## src/rtl/fetch_unit.sv

```systemverilog
// fetch_unit: RV32 instruction-fetch front end with an in-order request queue feeding IF/ID.
// Latency: request handshake in cycle N, zero-wait response in N+1, valid_D high from N+2.
// Backpressure: responses are never back-pressured; they are buffered while Decode is stalled.
//
// Ports:
//   clk, rst_n                  clock, asynchronous active-low reset
//   stallF, stallD, flushD      hazard-unit controls for the F and D stages
//   br_en_E, br_target_E        Execute-stage redirect
//   imem_req_*                  instruction memory request (valid/ready, address = fetch PC)
//   imem_rsp_*                  in-order instruction responses
//   instr_D, pc_D, pc_plus4_D,
//   valid_D                     IF/ID pipeline register
//   fetch_busy                  Decode takes a bubble because no instruction is ready
// Optional feature: define FETCH_PERF_CNT_EN to add perf_bubble_cnt / perf_kill_cnt.
module fetch_unit #(
  parameter int               XLEN            = 32,
  parameter logic [XLEN-1:0]  RESET_PC        = '0,
  parameter int               MAX_OUTSTANDING = 2
) (
  input  logic             clk,
  input  logic             rst_n,
  input  logic             stallF,
  input  logic             stallD,
  input  logic             flushD,
  input  logic             br_en_E,
  input  logic [XLEN-1:0]  br_target_E,
  output logic             imem_req_valid,
  input  logic             imem_req_ready,
  output logic [XLEN-1:0]  imem_req_addr,
  input  logic             imem_rsp_valid,
  input  logic [31:0]      imem_rsp_data,
  output logic [31:0]      instr_D,
  output logic [XLEN-1:0]  pc_D,
  output logic [XLEN-1:0]  pc_plus4_D,
  output logic             valid_D,
  output logic             fetch_busy
`ifdef FETCH_PERF_CNT_EN
  ,
  output logic [31:0]      perf_bubble_cnt,
  output logic [31:0]      perf_kill_cnt
`endif
);

  localparam int             PW    = (MAX_OUTSTANDING > 1) ? $clog2(MAX_OUTSTANDING) : 1;
  localparam int             CW    = PW + 1;
  localparam logic [CW-1:0]  DEPTH = CW'(MAX_OUTSTANDING);
  localparam logic [31:0]    NOP   = 32'h0000_0013;

  // Queue bookkeeping: entries are in order from head_q; the first fcnt_q of the
  // cnt_q allocated entries hold a response, the rest still await one.
  logic [XLEN-1:0] pc_f_q, pc_f_d;
  logic [PW-1:0]   head_q, head_d;
  logic [CW-1:0]   cnt_q, cnt_d;
  logic [CW-1:0]   fcnt_q, fcnt_d;
  logic [CW-1:0]   kill_q, kill_d;
  logic [XLEN-1:0] ent_pc_q    [MAX_OUTSTANDING];
  logic [31:0]     ent_instr_q [MAX_OUTSTANDING];

  logic [PW-1:0]   tail_idx, fill_idx;
  logic [CW-1:0]   unfilled;
  logic            kill_act, rsp_live, head_filled, bypass, head_rdy;
  logic            d_upd, pop, hs;
  logic [31:0]     head_instr;

  assign tail_idx    = head_q + cnt_q[PW-1:0];
  assign fill_idx    = head_q + fcnt_q[PW-1:0];
  assign unfilled    = cnt_q - fcnt_q;
  assign kill_act    = (kill_q != '0);
  // A response is live only if it belongs to a request that survived every redirect.
  assign rsp_live    = imem_rsp_valid && !kill_act && !br_en_E && (unfilled != '0);
  assign head_filled = (fcnt_q != '0);
  // With no filled entries, a live response necessarily fills the head entry.
  assign bypass      = rsp_live && (fcnt_q == '0);
  assign head_rdy    = head_filled || bypass;
  assign head_instr  = head_filled ? ent_instr_q[head_q] : imem_rsp_data;

  assign d_upd       = !flushD && !br_en_E && !stallD;
  assign pop         = d_upd && head_rdy;
  assign fetch_busy  = d_upd && !head_rdy;

  // rst_n gates the request so nothing is offered while the block is held in reset.
  assign imem_req_valid = rst_n && !stallF && !br_en_E && (cnt_q < DEPTH) && !kill_act;
  assign imem_req_addr  = pc_f_q;
  assign hs             = imem_req_valid && imem_req_ready;

  always_comb begin
    pc_f_d = pc_f_q;
    head_d = head_q;
    cnt_d  = cnt_q;
    fcnt_d = fcnt_q;
    kill_d = kill_q;
    if (br_en_E) begin
      pc_f_d = br_target_E;
      head_d = '0;
      cnt_d  = '0;
      fcnt_d = '0;
      // Every request still outstanding at memory gets killed, except the one
      // whose response lands right now (it is simply ignored).
      kill_d = kill_q + unfilled - CW'(imem_rsp_valid);
    end else begin
      if (hs) pc_f_d = pc_f_q + XLEN'(4);
      head_d = head_q + PW'(pop);
      cnt_d  = cnt_q + CW'(hs) - CW'(pop);
      fcnt_d = fcnt_q + CW'(rsp_live) - CW'(pop);
      if (kill_act && imem_rsp_valid) kill_d = kill_q - CW'(1);
    end
  end

  always_ff @(posedge clk or negedge rst_n) begin
    if (!rst_n) begin
      pc_f_q <= RESET_PC;
      head_q <= '0;
      cnt_q  <= '0;
      fcnt_q <= '0;
      kill_q <= '0;
    end else begin
      pc_f_q <= pc_f_d;
      head_q <= head_d;
      cnt_q  <= cnt_d;
      fcnt_q <= fcnt_d;
      kill_q <= kill_d;
    end
  end

  // Entry payload is qualified by cnt_q/fcnt_q, so it needs no reset.
  always_ff @(posedge clk) begin
    if (hs)       ent_pc_q[tail_idx]    <= pc_f_q;
    if (rsp_live) ent_instr_q[fill_idx] <= imem_rsp_data;
  end

  // IF/ID register: flush/redirect beats stall, stall beats load.
  always_ff @(posedge clk or negedge rst_n) begin
    if (!rst_n) begin
      valid_D    <= 1'b0;
      instr_D    <= NOP;
      pc_D       <= RESET_PC;
      pc_plus4_D <= RESET_PC + XLEN'(4);
    end else if (flushD || br_en_E) begin
      valid_D <= 1'b0;
      instr_D <= NOP;
    end else if (!stallD) begin
      if (head_rdy) begin
        valid_D    <= 1'b1;
        instr_D    <= head_instr;
        pc_D       <= ent_pc_q[head_q];
        pc_plus4_D <= ent_pc_q[head_q] + XLEN'(4);
      end else begin
        valid_D <= 1'b0;
        instr_D <= NOP;
      end
    end
  end

`ifdef FETCH_PERF_CNT_EN
  always_ff @(posedge clk or negedge rst_n) begin
    if (!rst_n) begin
      perf_bubble_cnt <= '0;
      perf_kill_cnt   <= '0;
    end else begin
      if (fetch_busy) perf_bubble_cnt <= perf_bubble_cnt + 32'd1;
      // Dropped = response for a killed request, or one landing during a redirect.
      if (imem_rsp_valid && (kill_act || br_en_E)) perf_kill_cnt <= perf_kill_cnt + 32'd1;
    end
  end
`endif

endmodule

```

## config.mk

```make
export PLATFORM = sky130hd
export DESIGN_NAME = fetch_unit
export DESIGN_NICKNAME = d
export VERILOG_FILES = /design/src/rtl/fetch_unit.sv
export SDC_FILE = /design/constraint.sdc
export NUM_CORES = 1
export LEC_CHECK = 0
export BUFFER_PORTS_ARGS = -buffer_cell sky130_fd_sc_hd__buf_2
export CAP_MARGIN = 5
export CORE_UTILIZATION = 55
export DETAILED_ROUTE_END_ITERATION = 6
export GPL_TIMING_DRIVEN = 0
export PLACE_DENSITY = 0.79
export SYNTH_ARGS = -nofsm -noshare
export SYNTH_HDL_FRONTEND = slang
export SYNTH_SLANG_ARGS = --single-unit
```

## constraint.sdc

```tcl
create_clock -name clk -period 6.7 [get_ports clk]
set_clock_uncertainty 0.1 [all_clocks]
set_input_delay 1.34 -clock clk [delete_from_list [all_inputs] [get_ports clk]]
set_output_delay 1.34 -clock clk [all_outputs]
set_load 0.1 [all_outputs]
```

==> impl_metrics.env <==
export IMPL_cp_slowest_cell="and2_1"
export IMPL_stdcell_area_um2=13780
export IMPL_antenna_found_initial=0
export IMPL_r2r_start="head_q"
export IMPL_grt_max_degree=97
export IMPL_ctsHoldBuffers=0
export IMPL_io_pins=203
export IMPL_synth_top_family_by_area="simple AND/OR/NAND/NOR gates"
export IMPL_drt_pass1_iterations=5
export IMPL_peakVddDrop_mv=0.2392
export IMPL_setup_viol=0
export IMPL_wl_per_cell_um=19.53
export IMPL_power_frac_clock=0.291
export IMPL_cp_data_required_time_ns=6.83
export IMPL_htree_levels=1
export IMPL_dieArea_um2=21430
export IMPL_max_freq_ghz=0.2261
export IMPL_grtUsageMet2=0.4464
export IMPL_p_per_area_nw_per_um2=358.5
export IMPL_drt_iter0_drc=543
export IMPL_synthMuxAreaShare=0.06165
export IMPL_p_leak_nw=5.766
export IMPL_worstPathArrival_ns=4.55
export IMPL_use_met3=0.02844
export IMPL_internal_power_w=0.002928
export IMPL_fillers=1477
export IMPL_vias=8848
export IMPL_status="complete, no violations"
export IMPL_synthCells=980
export IMPL_drc=0
export IMPL_cts_tree="yes"
export IMPL_start_kind="input port"
export IMPL_worstPathCellList="buf_6 -> buf_16 -> and4_1 -> clkbuf_1 -> clkbuf_1 -> and2_1 -> buf_16"
export IMPL_synth_simple_area_share=0.1380
export IMPL_syn_num_nets=1062
export IMPL_grt_overflow=0
export IMPL_synth_flop_cell="dfrtp_1"
export IMPL_first_global_vias=8687
export IMPL_rsz0062_at_grt="false"
export IMPL_syn_area_per_cell_um2=11.70
export IMPL_hold_violations=0
export IMPL_seq_area_frac_synth=0.6281
export IMPL_critPathTopFamily="buffers and inverters"
export IMPL_ys_ff_latch=262
export IMPL_place_inst=1455
export IMPL_rows=52
export IMPL_ctsResizeCount=0
export IMPL_sw_frac_of_total=0.4072
export IMPL_cts_buffers=27
export IMPL_antenna_cells=0
export IMPL_cts_root_buf="clkbuf_16"
export IMPL_crit_type="input port to register"
export IMPL_start_util=0.5630
export IMPL_area_growth_pct=20.18
export IMPL_critPathMaxStageDelay_ns=0.70
export IMPL_coreArea_um2=20360
export IMPL_maxCapViolations=0
export IMPL_syn_cell_area_um2=11470
export IMPL_slew_headroom=0.3489
export IMPL_synth_async_reset_ratio=0.5115
export IMPL_die_h_um=146.4
export IMPL_track_usage=0.2790
export IMPL_period_share=0.6600
export IMPL_path_buf_inv=5
export IMPL_min_from="pc_D[22]"
export IMPL_yosys_cell_types_count=62
export IMPL_ctsLongestPathBuffers=3
export IMPL_critPathCaptureType="register"
export IMPL_clkTransAtPathRegs_ns=0.06
export IMPL_pwr_share_seq=0.401
export IMPL_p_switching_w=0.002011
export IMPL_dp_slack_ns=1.795
export IMPL_place_gp_congestion=0.9068
export IMPL_crit_fanout=96
export IMPL_yosys_warnings=0
export IMPL_worstMarginPinSlew_ns=0.9746
export IMPL_grt_use_met1=0.4002
export IMPL_clock_latency_ns=0.52
export IMPL_busiest_layer="met2"
export IMPL_worst_slack_ns=2.278
export IMPL_die_w_um=146.4
export IMPL_wl_um=29370
export IMPL_synthXorXnorAreaFrac=0.02062
export IMPL_p_comb_frac=0.308
export IMPL_slew_viol_final=0
export IMPL_drt_antenna_violating_nets=0
export IMPL_synthAdderAreaFrac=0.01091
export IMPL_dpl_instance_area_um2=12920
export IMPL_min_period_ns=4.422
export IMPL_hp_class="register to register"
export IMPL_grt_pass1_wl_um=46640
export IMPL_viasPerCell=5.883
export IMPL_post_cts_repair_setup_buffers=0
export IMPL_numClockSinks=262
export IMPL_synth_compound_area_frac=0.1146
export IMPL_synth_edff_count=128
export IMPL_io_buffers=202
export IMPL_layout_drive_gt1_share=0.2366
export IMPL_cp_startpoint="rst_n"
export IMPL_fin_nets=1296
export IMPL_hpwl_um=20870
export IMPL_finalNonFillerCells=1504
-- cell families (layout without fill, tap and decap cells) --
logic type	Yosys count	after routing
simple gates	331	331
flops	262	262
fa+ha+maj	10	10
xor+xnor	27	27
mux	69	69
buf+inv	69	323
compound gates	212	212
-- through the flow --
stage	power [W]	TNS, ns	util	hold WS (ns)
floorplan	0.003210	0	-	0.4050
finish	0.004939	0	0.6766	0.3676
CTS	0.004951	0	0.6766	0.3777
global route	0.005085	0	0.6766	0.3984
global placement	0.003494	-34.91	0.6293	0.3560
detailed placement	0.003523	0	0.6344	0.3629
-- Yosys cell counts, drive strengths merged, types with 2 or more instances --
cell / instances / share of area
dfstp: 4 / 0.0092
a22o: 2 / 0.0015
a21oi: 40 / 0.017
nor2b: 4 / 0.0022
xnor2: 21 / 0.016
o31a: 3 / 0.0023
nor4: 5 / 0.0027
a221o: 5 / 0.0044
nand4: 11 / 0.0079
and3: 8 / 0.0044
a41oi: 2 / 0.0015
and2: 5 / 0.0027
a22oi: 8 / 0.0052
o31ai: 5 / 0.0033
nor3: 7 / 0.0031
edfxtp: 128 / 0.34
nand4b: 7 / 0.0067
o211ai: 16 / 0.010
ha: 10 / 0.011
nor2: 60 / 0.020
buf: 24 / 0.011
clkbuf: 33 / 0.011
xor2: 6 / 0.0046
or3: 2 / 0.0011
inv: 12 / 0.0039
a21o: 6 / 0.0039
nand2b: 3 / 0.0016
mux2: 13 / 0.013
a31oi: 9 / 0.0049
o21ai: 94 / 0.041
mux2i: 56 / 0.049
a211oi: 3 / 0.0024
o21a: 2 / 0.0013
o311ai: 9 / 0.0069
or4: 11 / 0.0072
or2: 2 / 0.0011
nand3b: 5 / 0.0033
nand2: 156 / 0.051
dfrtp: 130 / 0.28
and4: 4 / 0.0031
nand3: 36 / 0.016
-- worst reg2reg max path: stages, from the launching register on --
cell	delay (ns)
dfrtp_1	0.39
buf_6	0.18
buf_4	0.20
buf_2	0.27
buf_2	0.28
buf_2	0.42
mux2_2	0.28
ha_1	0.25
and4bb_2	0.30
buf_2	0.24
o211ai_1	0.17
or4_1	0.43
nand3_1	0.09
-- final cells by class --
| type | instances | area (um^2) | area share |
|---|---|---|---|
| Sequential cell | 262 | 7202 | 0.5227 |
| Multi-Input combinational cell | 649 | 3988 | 0.2894 |
| Timing Repair Buffer | 205 | 1092 | 0.07927 |
| Clock buffer | 40 | 784.5 | 0.05693 |
| Tap cell | 270 | 337.8 | 0.02452 |
| Buffer | 57 | 254.0 | 0.01843 |
| Clock inverter | 9 | 76.32 | 0.005539 |
| Inverter | 12 | 45.04 | 0.003269 |
-- flip-flops by register name, indices dropped and copies added (netlist names) --
signal,count
ent_instr_q,64
ent_pc_q,64
imem_req_addr,32
instr_D,32
pc_D,32
pc_plus4_D,30
cnt_q,2
fcnt_q,2
kill_q,2
head_q,1
valid_D,1
-- placed cells by master, fill, tap and decap left out, types with 4 or more instances in the layout --
master / n
xnor2_1: 21
inv_1: 12
clkbuf_16: 27
nand3b_1: 5
o311ai_0: 9
a221o_1: 5
nand2_1: 156
and4_1: 4
buf_1: 8
o21ai_0: 94
clkbuf_8: 6
mux2_2: 13
ha_1: 10
or4_1: 11
and2_1: 5
mux2i_1: 56
o211ai_1: 16
nor3_1: 7
nand4b_1: 6
edfxtp_1: 128
buf_2: 212
nand3_1: 35
a22oi_1: 8
clkinv_2: 4
nor2_1: 58
nand4_1: 9
dfstp_2: 4
a31oi_1: 9
a21oi_1: 40
o31ai_1: 5
a21o_1: 6
and3_1: 8
nor4_1: 5
xor2_1: 6
clkbuf_1: 40
dfrtp_1: 130
-- power by group through the flow --
stage	Clock (W)	Combinational [W]	Sequential [W]
4_1_cts	0.00145	0.00152	0.00198
2_1_floorplan	0	0.000259	0.00295
5_1_grt	0.00151	0.00158	0.00200
6_report	0.00144	0.00152	0.00198
3_3_place_gp	0	0.00150	0.00200
3_5_place_dp	0	0.00152	0.00201
-- final timing paths --
kind | endpoint | slack [ns] | depth (start not counted)
max | ent_pc_q[0][31] | 2.28 | 7
min | pc_D[22] | 0.37 | 2
max reg2reg | pc_plus4_D[26] | 3.03 | 12
min reg2reg | pc_D[22] | 0.37 | 2
max in group asynchronous | instr_D[4] | 4.99 | 2
min in group asynchronous | pc_D[29] | 0.63 | 1
-- layer usage --
| metal | wire (um) | vias to the layer above |
|---|---|---|
| met5 | 0 | - |
| met4 | 811 | 0 |
| met3 | 2040 | 61 |
| met2 | 13840 | 426 |
| met1 | 12680 | 4306 |
| li1 | - | 4055 |
No activity file was read; power rests on OpenSTA's default activity.
